**src/rtl/gray_pkg.sv**
```systemverilog
// Shared definitions for the Gray-code counter family: end-of-range mode
// encoding and width-agnostic Gray/binary conversion helpers.
package gray_pkg;

    // Widest counter the helpers support. Narrower values are zero-extended
    // on the way in and truncated on the way out.
    localparam int MAX_W = 32;

    // Behaviour at the end of the count range.
    typedef enum logic {
        MODE_WRAP = 1'b0,
        MODE_SAT  = 1'b1
    } mode_e;

    // Binary to Gray: each Gray bit is the XOR of neighbouring binary bits.
    // Zero-extended upper bits leave the result unchanged for narrow values.
    function automatic logic [MAX_W-1:0] bin2gray(input logic [MAX_W-1:0] b);
        return b ^ (b >> 1);
    endfunction

    // Gray to binary: prefix XOR running from the MSB downwards.
    function automatic logic [MAX_W-1:0] gray2bin(input logic [MAX_W-1:0] g);
        logic [MAX_W-1:0] b;
        logic             acc;
        b   = '0;
        acc = 1'b0;
        for (int i = MAX_W - 1; i >= 0; i--) begin
            acc  = acc ^ g[i];
            b[i] = acc;
        end
        return b;
    endfunction

endpackage

```
**src/rtl/gray2bin_n.sv**
```systemverilog
// Combinational N-bit Gray to binary decoder.
module gray2bin_n #(
    parameter int N = 8
) (
    input  logic [N-1:0] gray_i,
    output logic [N-1:0] bin_o
);

    // Prefix XOR from the MSB: bin[i] = gray[N-1] ^ ... ^ gray[i].
    always_comb begin
        logic acc;
        bin_o = '0;
        acc   = 1'b0;
        for (int i = N - 1; i >= 0; i--) begin
            acc      = acc ^ gray_i[i];
            bin_o[i] = acc;
        end
    end

endmodule

```
**src/rtl/gray_updown_counter.sv**
```systemverilog
// N-bit up/down Gray-code counter with parallel Gray load, wrap or saturate
// at the end of the range, terminal-count and one-cycle wrap status.
// The binary count is the primary state; the Gray output is a separate
// register fed from the encoded next count so it never glitches.
module gray_updown_counter
    import gray_pkg::*;
#(
    parameter int N        = 8,
    parameter int SATURATE = 0
) (
    input  logic         clk,
    input  logic         rst,
    input  logic         clk_en,
    input  logic         up_dn,
    input  logic         load,
    input  logic [N-1:0] load_val,
    output logic [N-1:0] gray_out,
    output logic [N-1:0] bin_out,
    output logic         tc,
    output logic         wrap
);

    localparam mode_e        MODE    = (SATURATE != 0) ? MODE_SAT : MODE_WRAP;
    localparam logic [N-1:0] CNT_MAX = '1;
    localparam logic [N-1:0] CNT_MIN = '0;

    logic [N-1:0] cnt_q,  cnt_d;
    logic [N-1:0] gray_q, gray_d;
    logic         wrap_q, wrap_d;

    logic [N-1:0] load_bin;
    logic [N-1:0] step_cnt;
    logic         step_wrap;

    // Binary image of the Gray load value.
    gray2bin_n #(
        .N (N)
    ) u_load_dec (
        .gray_i (load_val),
        .bin_o  (load_bin)
    );

    // One counting step in the requested direction, including the end-of-range
    // policy; a saturating hold simply leaves the count unchanged.
    always_comb begin
        step_cnt  = cnt_q;
        step_wrap = 1'b0;
        if (up_dn) begin
            if (cnt_q == CNT_MAX) begin
                if (MODE == MODE_WRAP) begin
                    step_cnt  = CNT_MIN;
                    step_wrap = 1'b1;
                end
            end else begin
                step_cnt = cnt_q + 1'b1;
            end
        end else begin
            if (cnt_q == CNT_MIN) begin
                if (MODE == MODE_WRAP) begin
                    step_cnt  = CNT_MAX;
                    step_wrap = 1'b1;
                end
            end else begin
                step_cnt = cnt_q - 1'b1;
            end
        end
    end

    // Next-state priority: load beats counting, counting beats hold.
    // Reset is applied in the register process and beats everything.
    always_comb begin
        cnt_d  = cnt_q;
        gray_d = gray_q;
        wrap_d = 1'b0;
        if (load) begin
            cnt_d  = load_bin;
            gray_d = load_val;
        end else if (clk_en) begin
            cnt_d  = step_cnt;
            gray_d = N'(bin2gray(MAX_W'(step_cnt)));
            wrap_d = step_wrap;
        end
    end

    // State registers with synchronous active-high reset.
    always_ff @(posedge clk) begin
        if (rst) begin
            cnt_q  <= '0;
            gray_q <= '0;
            wrap_q <= 1'b0;
        end else begin
            cnt_q  <= cnt_d;
            gray_q <= gray_d;
            wrap_q <= wrap_d;
        end
    end

    // Terminal count follows the current count and direction without a clock.
    assign tc = up_dn ? (cnt_q == CNT_MAX) : (cnt_q == CNT_MIN);

    assign bin_out  = cnt_q;
    assign gray_out = gray_q;
    assign wrap     = wrap_q;

endmodule
```
**config.mk**
```make
export PLATFORM = sky130hd
export DESIGN_NAME = gray_updown_counter
export DESIGN_NICKNAME = d
export VERILOG_FILES = /design/src/rtl/gray_pkg.sv /design/src/rtl/gray2bin_n.sv /design/src/rtl/gray_updown_counter.sv
export SDC_FILE = /design/constraint.sdc
export NUM_CORES = 1
export LEC_CHECK = 0
export CORE_ASPECT_RATIO = 0.6
export CORE_MARGIN = 3
export CORE_UTILIZATION = 50
export CTS_CLUSTER_SIZE = 20
export DETAILED_ROUTE_END_ITERATION = 12
export PLACE_DENSITY = 0.86
export SLEW_MARGIN = 15
export SYNTH_ARGS = -nofsm -noshare
export SYNTH_HDL_FRONTEND = slang
export SYNTH_SLANG_ARGS = --single-unit
```
**constraint.sdc**
```tcl
create_clock -name clk -period 2.3 [get_ports clk]
set_input_delay 0.69 -clock clk [delete_from_list [all_inputs] [get_ports clk]]
set_output_delay 0.69 -clock clk [all_outputs]
set_load 0.01 [all_outputs]
```
# Word-level counts from Yosys, hierarchy flattened
# Cells that the tools add are included.
[word_totals]
ff_bits = 17
word_cells = 29
[classes]
n_addsub = 2
n_eq_ne = 1
muxes = 11
n_bitwise = 9
reduce_logical = 3
[op_table]
columns = ["op", "count"]
rows = [
  ["$mux W8", 7],
  ["$add A8 B1 Y8 const B", 1],
  ["$eq A8 B8 Y1 const B", 1],
  ["$logic_not A8 Y1", 1],
  ["$sub A8 B1 Y8 const B", 1],
  ["$xor A8 B7 Y8", 1],
  ["$xor A1 B1 Y1", 7],
  ["$mux W1", 4],
  ["$reduce_or A3 Y1", 1],
  ["$reduce_bool A2 Y1", 1],
  ["$not A1 Y1", 1],
]

# Longest topological paths before layout
# Gate-level depths: netlist (run 1).
[logic_depth]
ltp_word = 8
ltp_mapped = 9
ltp_nobuf = 8

# Hierarchy
# From an unflattened synthesis (run 1), not the netlist that was laid out.
[hier_totals]
cells_unflattened = 191
hier_area_um2 = 1470.2
[modules_own_cells]
columns = ["mod", "n_inst", "cells_each", "area_per_inst_um2"]
rows = [
  ["gray_updown_counter", 1, 178, 1345.0],
  ["gray2bin_n", 1, 13, 125.1],
]

# Worst setup path after synthesis (run 1)
# OpenSTA, ideal clock, no wires.
[synth_path]
kind = "reg2reg"
startpoint = "reg cnt_q[1], in the netlist bin_out[1]"
endpoint = "reg gray_q[3], in the netlist gray_out[3]"
arrival_time_ps = 2058
slack_ps = 162
stages_incl_launch_ff = 10
n_path_buf = 1
cell_sequence = "dfxtp_1 -> buf_2 -> inv_1 -> ha_1 -> nor3b_1 -> a21oi_2 -> a22o_1 -> nor3_2 -> mux2_2 -> a211oi_2"
[synth_via]
elab_chain_cells = 6
[synth_lines]
columns = ["element", "line_no", "source"]
rows = [
  ["start, declared", "gray_updown_counter.sv:27", "logic [N-1:0] cnt_q, cnt_d;"],
  ["start signal, assigned", "gray_updown_counter.sv:92", "cnt_q <= cnt_d;"],
  ["$sub A8 B1 Y8, or another cell as far along", "gray_updown_counter.sv:64", "step_cnt = cnt_q - 1'b1;"],
  ["$mux W8 (on tied branches)", "gray_updown_counter.sv:58, gray_updown_counter.sv:49", ""],
  ["$mux W8 (*)", "gray_updown_counter.sv:48", "if (up_dn) begin"],
  ["$xor A8 B7 Y8 (*)", "gray_pkg.sv:18", "return b ^ (b >> 1);"],
  ["$mux W8 (*)", "gray_updown_counter.sv:78", "end else if (clk_en) begin"],
  ["$mux W8 (*)", "gray_updown_counter.sv:75", "if (load) begin"],
  ["end signal, assigned", "gray_updown_counter.sv:93", "gray_q <= gray_d;"],
  ["end, declared", "gray_updown_counter.sv:28", "logic [N-1:0] gray_q, gray_d;"],
]
# Every way passes the cells marked *; elsewhere a longest branch is shown, timed or not. The select of a mux whose other input is x is not followed.
# A chain may end at the register's enable or synchronous reset.

# Worst setup path in the final report (run 1)
[layout_path]
startpoint = "reg cnt_q[2], in the netlist bin_out[2]"
endpoint = "out bin_out[2]"
[layout_rtl]
columns = ["element", "line_no", "source"]
rows = [
  ["end, declared", "gray_updown_counter.sv:18", "output logic [N-1:0] bin_out,"],
]
# No word-level cell between the ends.

==> results.py, run 1 <==
metrics = {
    "global_routing": {
        "grt_usage_pct": 27.3,
        "grt_pass1_vias": 1478,
        "grt_pass1_wl_um": 6960,
        "grt.overflow.total": 0,
        "grt_start_max_net_pins": 18,
        "antenna_found_initial": 0,
    },
    "worst_setup_path": {
        "r2r-start": "bin_out[0]",
        "slowest_stage": "clkdlybuf4s50_1",
        "r2r_end": "bin_out[2]",
        "critPathArrivalTime_ps": 1560,
        "max_stage_delay_ps": 560,
        "ff2ff_path_depth": 9,
        "reg2reg_slack_ps": 100,
        "critical_path.max_fanout": 13,
        "critPathLaunchType": "flop",
        "crit_path_end_kind": "primary output",
        "crit_required_ps": 1610,
        "path_cells": "buf_4 > clkdlybuf4s50_1",
        "critPathLaunch": "bin_out[2]",
        "worstSetupPathType": "reg -> out",
    },
    "route": {
        "ant_nets": 0,
        "wl_per_cell_um": 18.0,
        "drc": 0,
        "vias_per_cell": 6.23,
        "drt_iter0_markers": 103,
        "num_vias": 1627,
        "wl_um": 4700,
        "firstDrtPassIters": 4,
    },
    "timing": {
        "post-route-period-util_pct": 97.9,
        "tns_ps": 0,
        "hold_viol_final": 0,
        "skew_ps": 2.86,
        "clock.fmax_mhz": 444,
        "slew_viol_final": 0,
        "setup_viol": 0,
        "relSlewSlack_pct": 60.0,
        "fin_crit_ps": 2250,
        "rsz0062_at_grt": "false",
        "worst-slew-pin-transition_ps": 594,
    },
    "clock_network": {
        "hold_buffers": 0,
        "h-tree-depth": 1,
        "clock_path_buffers": 2,
        "cts_buffers": 3,
        "clock_latency_ps": 260,
        "cts_tree": "done",
        "clkSinkCount": 16,
        "root_buffer": "clkbuf_8",
        "clk_pin_slew_ps": 70,
    },
    "pwr": {
        "max-vdd-ir-drop_uv": 443,
        "leakage_uw": 0.000810,
        "pwr_density_cell_nw_per_um2": 634,
        "total_power_uw": 1300,
    },
    "place": {
        "gp_congestion": 0.945,
        "portBuffers": 30,
        "dp_hpwl_um": 3210,
    },
    "cells_and_area": {
        "drive_gt1_share_pct": 29.7,
        "finish.utilization_pct": 80.4,
        "nNetsFinal": 246,
        "antennaDiodeCount": 0,
        "area_growth_pct": 49.2,
    },
    "logic_synthesis": {
        "synth_cell_type_count": 52,
        "synth_top_cells_by_area": "dfxtp_1 23%, xnor2_1 8.9%, a21oi_1 6.5%",
        "ys_top_cells_by_count": "18 x a21oi_1, 16 x dfxtp_1, 14 x xnor2_1",
        "synth_area_um2": 1380,
        "yosys_warnings": 0,
        "async_flop_share_pct": 0,
        "yosysMostFrequentCell": "a21oi_1",
        "ys_seq_area_share_pct": 23.3,
        "syn_area_per_cell_um2": 8.01,
        "synth-seq-cells": 16,
        "synth_top_area_cell": "dfxtp_1",
        "synth_ff_type": "dfxtp_1",
        "syn_nets": 188,
        "synth_top_area_share_pct": 23.3,
        "synth_edf_count": 0,
        "syn-instance-count": 172,
    },
    "worst_hold_path": {
        "min_path_cells": 2,
        "hold-path-endpoint": "gray_out[5]",
        "hold_class": "reg -> reg",
        "min_from": "gray_out[5]",
    },
    "outcome": {
        "status": "finished, final reports clean",
    },
    "die": {
        "die_h_um": 46.7,
        "start_util_pct": 53.9,
        "die_w_um": 73.8,
        "core_um2": 2560,
        "fp-row-count": 14,
        "io_pins": 31,
        "dieArea_um2": 3440,
    },
    "run": {
        "cap_violations": 0,
    },
}
[how the worst max path moves through the flow]
stage,slack [ps],to,cells after the start
2_1_floorplan,160,gray_out[3],9
3_3_place_gp,-450,tc,4
3_5_place_dp,-470,gray_out[2],8
4_1_cts,10,bin_out[0],7
5_1_grt,9,bin_out[2],2
6_report,50,bin_out[2],2
[final cells by class]
type,instances,area [um2]
well taps,32,40.0
inverters,9,33.8
repair buffers,67,576
fillers,172,502
clock buffers,4,55.1
flip-flops and latches,16,320
multi-input cells,133,1030
[critical path: cells and delay by family (launching register included)]
family | cells | cell delay (ps)
flops | 1 | 470
buf+inv | 2 | 820
[power by group]
part	switching [uW]	total (uW)	internal, uW	leakage (uW)
Combinational	341	695	354	0.000649
Clock	113	266	153	0.0000288
Sequential	34.1	343	309	0.000133
Total	488	1300	816	0.000810
[through the flow]
step	cells	area [um2]	hold slack, ps	setup slack, ps
floorplan	172	1380	570	162
global placement	255	1900	522	-449
detailed placement	255	1900	542	-470
CTS	260	1970	556	14.1
global route	261	2060	580	9.01
finish	261	2060	554	49.4
[per-layer routing]
metal	share of wire, %	wire (um)	GRT usage (%)
met2	47	2200	44.2
met4	3.0	139	11.9
met3	8.3	388	6.75
met1	42	1970	34.8
met5	0	0	0
[repair_timing]
action | 4_1_cts | 5_1_grt
pin swaps | 4 | 1
setup endpoints to repair | 9 | 8
buffers inserted | 1 | 1
resized for setup | 9 | 12
[placed cells by master (no fill, tap or decap), drive strengths merged, types with 3 or more instances in the layout]
master / n
o21ai: 3
a211oi: 5
nor3b: 5
inv: 9
o31ai: 4
nand2: 12
buf: 38
ha: 3
dfxtp: 16
clkbuf: 4
xor2: 4
a21oi: 19
xnor2: 14
o22ai: 3
nor3: 8
clkdlybuf4s50: 28
nand4: 3
nor2: 10
a22oi: 3
nand2b: 3
nor2b: 4
[state kept, by name, summed over array words and instances, names as in the netlist]
register and flops:
gray_out 7, bin_out 8, wrap 1
[cells by family (layout without fill, tap and decap cells)]
group	count (synthesis)	in the layout	share of synthesized area, %
XOR/XNOR	18	18	11.4
adder cells (fa/ha/maj)	3	3	2.73
AO/OA/AOI/OAI	56	56	29.7
multiplexers	3	3	2.36
AND/OR/NAND/NOR	53	53	22.2
flip-flops	16	16	23.3
buffers and inverters	23	80	8.36
(Power assumes the default switching activity.)
==> run 2, diff against run 1 <==
- ABC_AREA: default -> 1
- PLACE_DENSITY: 0.86 -> 0.87
- SKIP_LAST_GASP: default -> 1
==> run 2 against run 1 <==
Compared with the run above:
- count of clock-buffer cells in the layout unchanged
- highest routed layer unchanged
- sequential power down 4%
- sequential share of layout area increased by 1.1 points
- power fell by 21%
- critical endpoint is now tc
==> results.py, run 2 <==
metrics = {
    "clock_network": {
        "h-tree-depth": 1,
        "cts_tree": "done",
        "root_buffer": "clkbuf_8",
        "cts_buffers": 3,
        "clock_path_buffers": 2,
        "clkSinkCount": 16,
        "clk_pin_slew_ps": 70,
        "clock_latency_ps": 260,
    },
    "timing": {
        "hold_viol_final": 0,
        "skew_ps": 1.12,
        "post-route-period-util_pct": 99.2,
        "worst-slew-pin-transition_ps": 460,
        "clock.fmax_mhz": 438,
        "setup_viol": 0,
        "fin_ws_ps": 18.0,
        "relSlewSlack_pct": 69.3,
        "slew_viol_final": 0,
        "fin_crit_ps": 2280,
    },
    "place": {
        "portBuffers": 30,
        "dp_hpwl_um": 3020,
        "pre_cts_slack_ps": -394,
        "placed_cell_area_um2": 1810,
        "gp_congestion": 0.866,
    },
    "logic_synthesis": {
        "syn_nets": 237,
        "ys_seq_area_share_pct": 24.1,
        "synth-seq-cells": 16,
        "synth_area_um2": 1330,
        "async_flop_share_pct": 0,
        "synth_ff_type": "dfxtp_1",
        "synth_top_area_cell": "dfxtp_1",
        "synth_edf_count": 0,
        "syn-instance-count": 221,
        "yosys_warnings": 0,
        "synth_top_area_share_pct": 24.1,
        "synth_cell_type_count": 32,
        "synth_top_cells_by_area": "dfxtp_1 24%, nand2_1 15%, nand3_1 12%",
        "syn_area_per_cell_um2": 6.02,
        "yosysMostFrequentCell": "nand2_1",
        "ys_top_cells_by_count": "53 x nand2_1, 32 x nand3_1, 26 x inv_1",
    },
    "worst_setup_path": {
        "r2r_end": "gray_out[3]",
        "ff2ff_path_depth": 15,
        "worstSetupPathType": "reg -> out",
        "critPathLaunch": "bin_out[0]",
        "critPathLaunchType": "flop",
        "critical_path.max_fanout": 2,
        "crit_path_end_kind": "primary output",
        "crit_required_ps": 1610,
        "reg2reg_slack_ps": 290,
        "critPathArrivalTime_ps": 1590,
        "r2r-start": "bin_out[0]",
    },
    "run": {
        "cap_violations": 0,
    },
    "route": {
        "firstDrtPassIters": 5,
        "vias_per_cell": 5.52,
        "drc": 0,
        "num_vias": 1683,
        "drt_iter0_markers": 82,
        "wl_um": 4120,
        "wl_per_cell_um": 13.5,
        "ant_nets": 0,
    },
    "cells_and_area": {
        "n_fill_cell": 158,
        "postLayoutCellArea_um2": 1940,
        "mostFrequentLayoutCells": "51 x nand2_1, 29 x buf_4, 27 x nand3_1",
        "area_growth_pct": 45.9,
        "final_common_cell": "nand2_1",
        "nNetsFinal": 292,
        "drive_gt1_share_pct": 22.2,
        "largest_reg_flops": 8,
        "antennaDiodeCount": 0,
    },
    "global_routing": {
        "grt.overflow.total": 0,
        "grt_start_max_net_pins": 17,
        "grt_pass1_vias": 1553,
        "antenna_found_initial": 0,
        "grt_usage_pct": 25.9,
        "grt_pass1_wl_um": 6760,
    },
    "pwr": {
        "clock_power_share_pct": 25.2,
        "p_comb_share_pct": 43.0,
        "intPower_uw": 663,
        "max-vdd-ir-drop_uv": 365,
        "p_switching_uw": 371,
        "sequentialPowerShare_pct": 31.9,
        "pwr_density_cell_nw_per_um2": 533,
        "swShare_pct": 35.9,
        "leakage_uw": 0.000962,
    },
    "die": {
        "core_um2": 2340,
        "start_util_pct": 56.8,
        "fp-row-count": 13,
        "io_pins": 31,
        "die_h_um": 46.0,
        "dieArea_um2": 3340,
        "die_w_um": 72.6,
    },
    "worst_hold_path": {
        "hold_class": "reg -> reg",
        "hold-path-endpoint": "gray_out[1]",
        "min_from": "gray_out[1]",
        "min_path_cells": 2,
    },
    "outcome": {
        "status": "finished, final reports clean",
    },
}
-- run 2: changes by cell type in the layout (fill, tap and decap cells not counted), sizes merged, moves of 5 or more --
cell	before	now
inv	9	32
nand3	2	32
nand2	12	57
o21ai	3	20
a211oi	5	0
a21oi	19	11
buf	38	30
xnor2	14	2
nor2	10	18
-- run 2: worst max-delay path, cell delays in order (launching register included) --
cell and delay, ps:
dfxtp_2 360, ha_4 140, nand2_2 60, clkinv_2 60, nand2_2 70, nor2_4 120, nand2_2 80, nor3_4 160
nand2_2 90, nand2_2 80, buf_6 100
-- run 2: final cells by class --
class                   count  area (um2)  share of cell area (%)
inverters                  33         125                    6.45
multi-input cells         163         877                    45.2
well taps                  30        37.5                    1.93
clock buffers               4        55.1                    2.84
repair buffers             59         523                    27.0
flip-flops and latches     16         323                    16.6
-- run 2: cells by family (layout without fill, tap and decap cells) --
logic type / Yosys count / after routing / share of synthesized area [%]
simple gates: 115 / 115 / 40.0
flops: 16 / 16 / 24.1
xor+xnor: 5 / 5 / 3.29
buf+inv: 42 / 96 / 13.2
fa+ha+maj: 3 / 3 / 2.82
compound gates: 40 / 40 / 16.7
-- run 2: metal layers --
| layer | vias to the layer above | GRT usage, % | share of wire (%) |
|---|---|---|---|
| met3 | 9 | 6.17 | 8.6 |
| met5 | - | 0 | 0 |
| met1 | 750 | 34.2 | 46 |
| met4 | 0 | 5.88 | 1.1 |
| li1 | 829 | - | - |
| met2 | 95 | 43.4 | 44 |
-- run 2: per-stage QoR --
step                      cells  utilization (%)  TNS, ps  hold slack (ps)  total power, uW
after detailed placement    298             77.4     -951              506              756
after global routing        305             82.9    -61.5              575             1100
after floorplan             221                -        0              531              578
final                       305             82.9        0              524             1030
after CTS                   303             80.2        0              527             1010
after global placement      298             77.4     -661              493              748
-- run 2: timing repair --
item                                    CTS  global route
resized for setup                         8            11
endpoints found under the hold margin     0             0
endpoints found under the setup margin    2             4
hold buffers                              0             0
pin swaps                                 1             2
setup buffers                             1             2
-- run 2: worst max-delay path by stage --
| stage | slack, ps | endpoint |
|---|---|---|
| floorplan | 280 | tc |
| global placement | -340 | tc |
| detailed placement | -390 | tc |
| CTS | 7 | tc |
| global route | -60 | tc |
| finish | 20 | tc |
-- run 2: power by group through the flow --
stage,clock network [uW],registers [uW],logic [uW]
after floorplan,0,350,228
after global placement,0,331,417
after detailed placement,0,332,425
after CTS,256,326,428
after global routing,274,332,492
final,260,329,444
==> run 3, diff against run 2 <==
- CORE_UTILIZATION: 50 -> 45
- PLACE_DENSITY: 0.87 -> 0.8
- SLEW_MARGIN: 15 -> default
==> run 3 against run 2 <==
Compared with the run above:
- die area up 9.9%
- power down 0.60%
- via count down 2.4%
- non-clock buffer count up 2
- fmax up 2.0%
- register-to-register slack worse by 50 ps
- sequential cell count unchanged
- critical path depth unchanged
- count of clock-buffer cells in the layout unchanged
- critical path type unchanged
- critical endpoint unchanged
==> results.py, run 3 (synthesis gave the netlist of run 2 again) <==
metrics = {
    "outcome": {
        "status": "finished, final reports clean",
    },
    "global_routing": {
        "grt_pass1_vias": 1426,
        "grt_usage_pct": 21.7,
        "grt.overflow.total": 0,
        "antenna_found_initial": 0,
        "grt_start_max_net_pins": 17,
        "grt_pass1_wl_um": 6290,
    },
    "run": {
        "cap_violations": 0,
    },
    "timing": {
        "setup_viol": 0,
        "post-route-period-util_pct": 97.3,
        "worst-slew-pin-transition_ps": 436,
        "rsz0062_at_grt": "true",
        "relSlewSlack_pct": 70.9,
        "slew_viol_final": 0,
        "clock.fmax_mhz": 447,
        "fin_crit_ps": 2240,
        "hold_viol_final": 0,
        "fin_ws_ps": 62.4,
        "skew_ps": 3.01,
    },
    "route": {
        "ant_nets": 0,
        "drt_iter0_markers": 144,
        "vias_per_cell": 5.18,
        "num_vias": 1642,
        "drc": 0,
        "firstDrtPassIters": 4,
        "wl_per_cell_um": 12.5,
        "wl_um": 3970,
    },
    "cells_and_area": {
        "mostFrequentLayoutCells": "51 x nand2_1, 31 x buf_4, 27 x nand3_1",
        "largest_reg_flops": 8,
        "drive_gt1_share_pct": 22.7,
        "final_common_cell": "nand2_1",
        "final_cells": 317,
        "antennaDiodeCount": 0,
        "area_growth_pct": 48.6,
        "postLayoutCellArea_um2": 1980,
        "nNetsFinal": 294,
    },
    "worst_hold_path": {
        "hold-path-endpoint": "gray_out[1]",
        "min_path_cells": 2,
        "min_from": "gray_out[1]",
        "hold_class": "reg -> reg",
    },
    "worst_setup_path": {
        "critical_path.max_fanout": 2,
        "crit_path_end_kind": "primary output",
        "crit_required_ps": 1610,
        "r2r_end": "gray_out[6]",
        "critPathArrivalTime_ps": 1550,
        "reg2reg_slack_ps": 240,
        "worstSetupPathType": "reg -> out",
        "critPathLaunchType": "flop",
        "ff2ff_path_depth": 14,
        "r2r-start": "bin_out[0]",
    },
    "clock_network": {
        "cts_buffers": 3,
        "clock_path_buffers": 2,
        "clock_latency_ps": 250,
        "hold_buffers": 0,
        "root_buffer": "clkbuf_8",
        "h-tree-depth": 1,
        "clk_pin_slew_ps": 60,
        "clkSinkCount": 16,
        "cts_tree": "done",
    },
    "place": {
        "pre_cts_slack_ps": -347,
        "dp_cells": 310,
        "portBuffers": 30,
        "gp_congestion": 0.883,
        "dp_hpwl_um": 3020,
        "placed_cell_area_um2": 1840,
    },
    "pwr": {
        "intPower_uw": 666,
        "max-vdd-ir-drop_uv": 337,
        "sequentialPowerShare_pct": 31.9,
        "p_comb_share_pct": 43.5,
        "pwr_density_cell_nw_per_um2": 520,
        "swShare_pct": 35.2,
        "leakage_uw": 0.000993,
        "p_switching_uw": 362,
        "clock_power_share_pct": 24.6,
    },
    "die": {
        "io_pins": 31,
        "dieArea_um2": 3670,
        "start_util_pct": 50.0,
        "fp-row-count": 14,
        "core_um2": 2660,
        "die_h_um": 48.1,
        "die_w_um": 76.2,
    },
}
## run 3: cell types whose count changed in the layout (fill, tap and decap cells not counted), sizes merged
| cell | change |
|---|---|
| dlymetal6s2s | +1 |
| buf | +2 |
| dlygate4sd2 | -1 |
## run 3: through the flow
stage	hold WS, ps	total power, uW	setup TNS, ps	util [%]
2_1_floorplan	531	578	0	-
3_3_place_gp	492	753	-682	69.1
3_5_place_dp	496	760	-829	69.1
4_1_cts	518	1020	0	72.7
5_1_grt	550	1090	-15.8	74.2
6_report	508	1030	0	74.2
## run 3: power by group through the flow
stage	clock network (uW)	registers (uW)	logic, uW
6_report	253	328	447
5_1_grt	271	330	492
4_1_cts	256	328	438
3_5_place_dp	0	330	429
3_3_place_gp	0	329	424
2_1_floorplan	0	350	228
## run 3: critical path: stages, from the launching register on
cell	delay, ps
dfxtp_2	350
ha_4	140
nand2_2	50
clkinv_2	70
nand2_4	60
nor2_4	100
nand2_2	70
nor3_4	170
nand2_2	90
nand2_2	80
buf_6	100
## run 3: worst max-delay path by stage
stage,cells past startpoint,startpoint,to
after floorplan,9,bin_out[1],tc
after global placement,5,up_dn,tc
after global routing,10,bin_out[1],tc
after detailed placement,5,up_dn,tc
final,10,bin_out[1],tc
after CTS,10,bin_out[1],tc
## run 3: per-layer routing
metal	global-route usage [%]	part of all wire, %
met5	0	0
met4	2.53	0.86
met3	6.27	8.2
met2	35.2	43
met1	30.3	48
## run 3: timing repair
action,in CTS,in global routing
pin swaps,3,2
gates resized for setup,11,9
buffers inserted,2,1
endpoints found under the setup margin,1,4
## run 3: cell type report
cell class	instances	area, um2
tap	40	50.0
inverter	33	125
fill	238	686
sequential	16	323
multi-input combinational	163	882
timing repair buffer	61	542
clock buffer	4	55.1
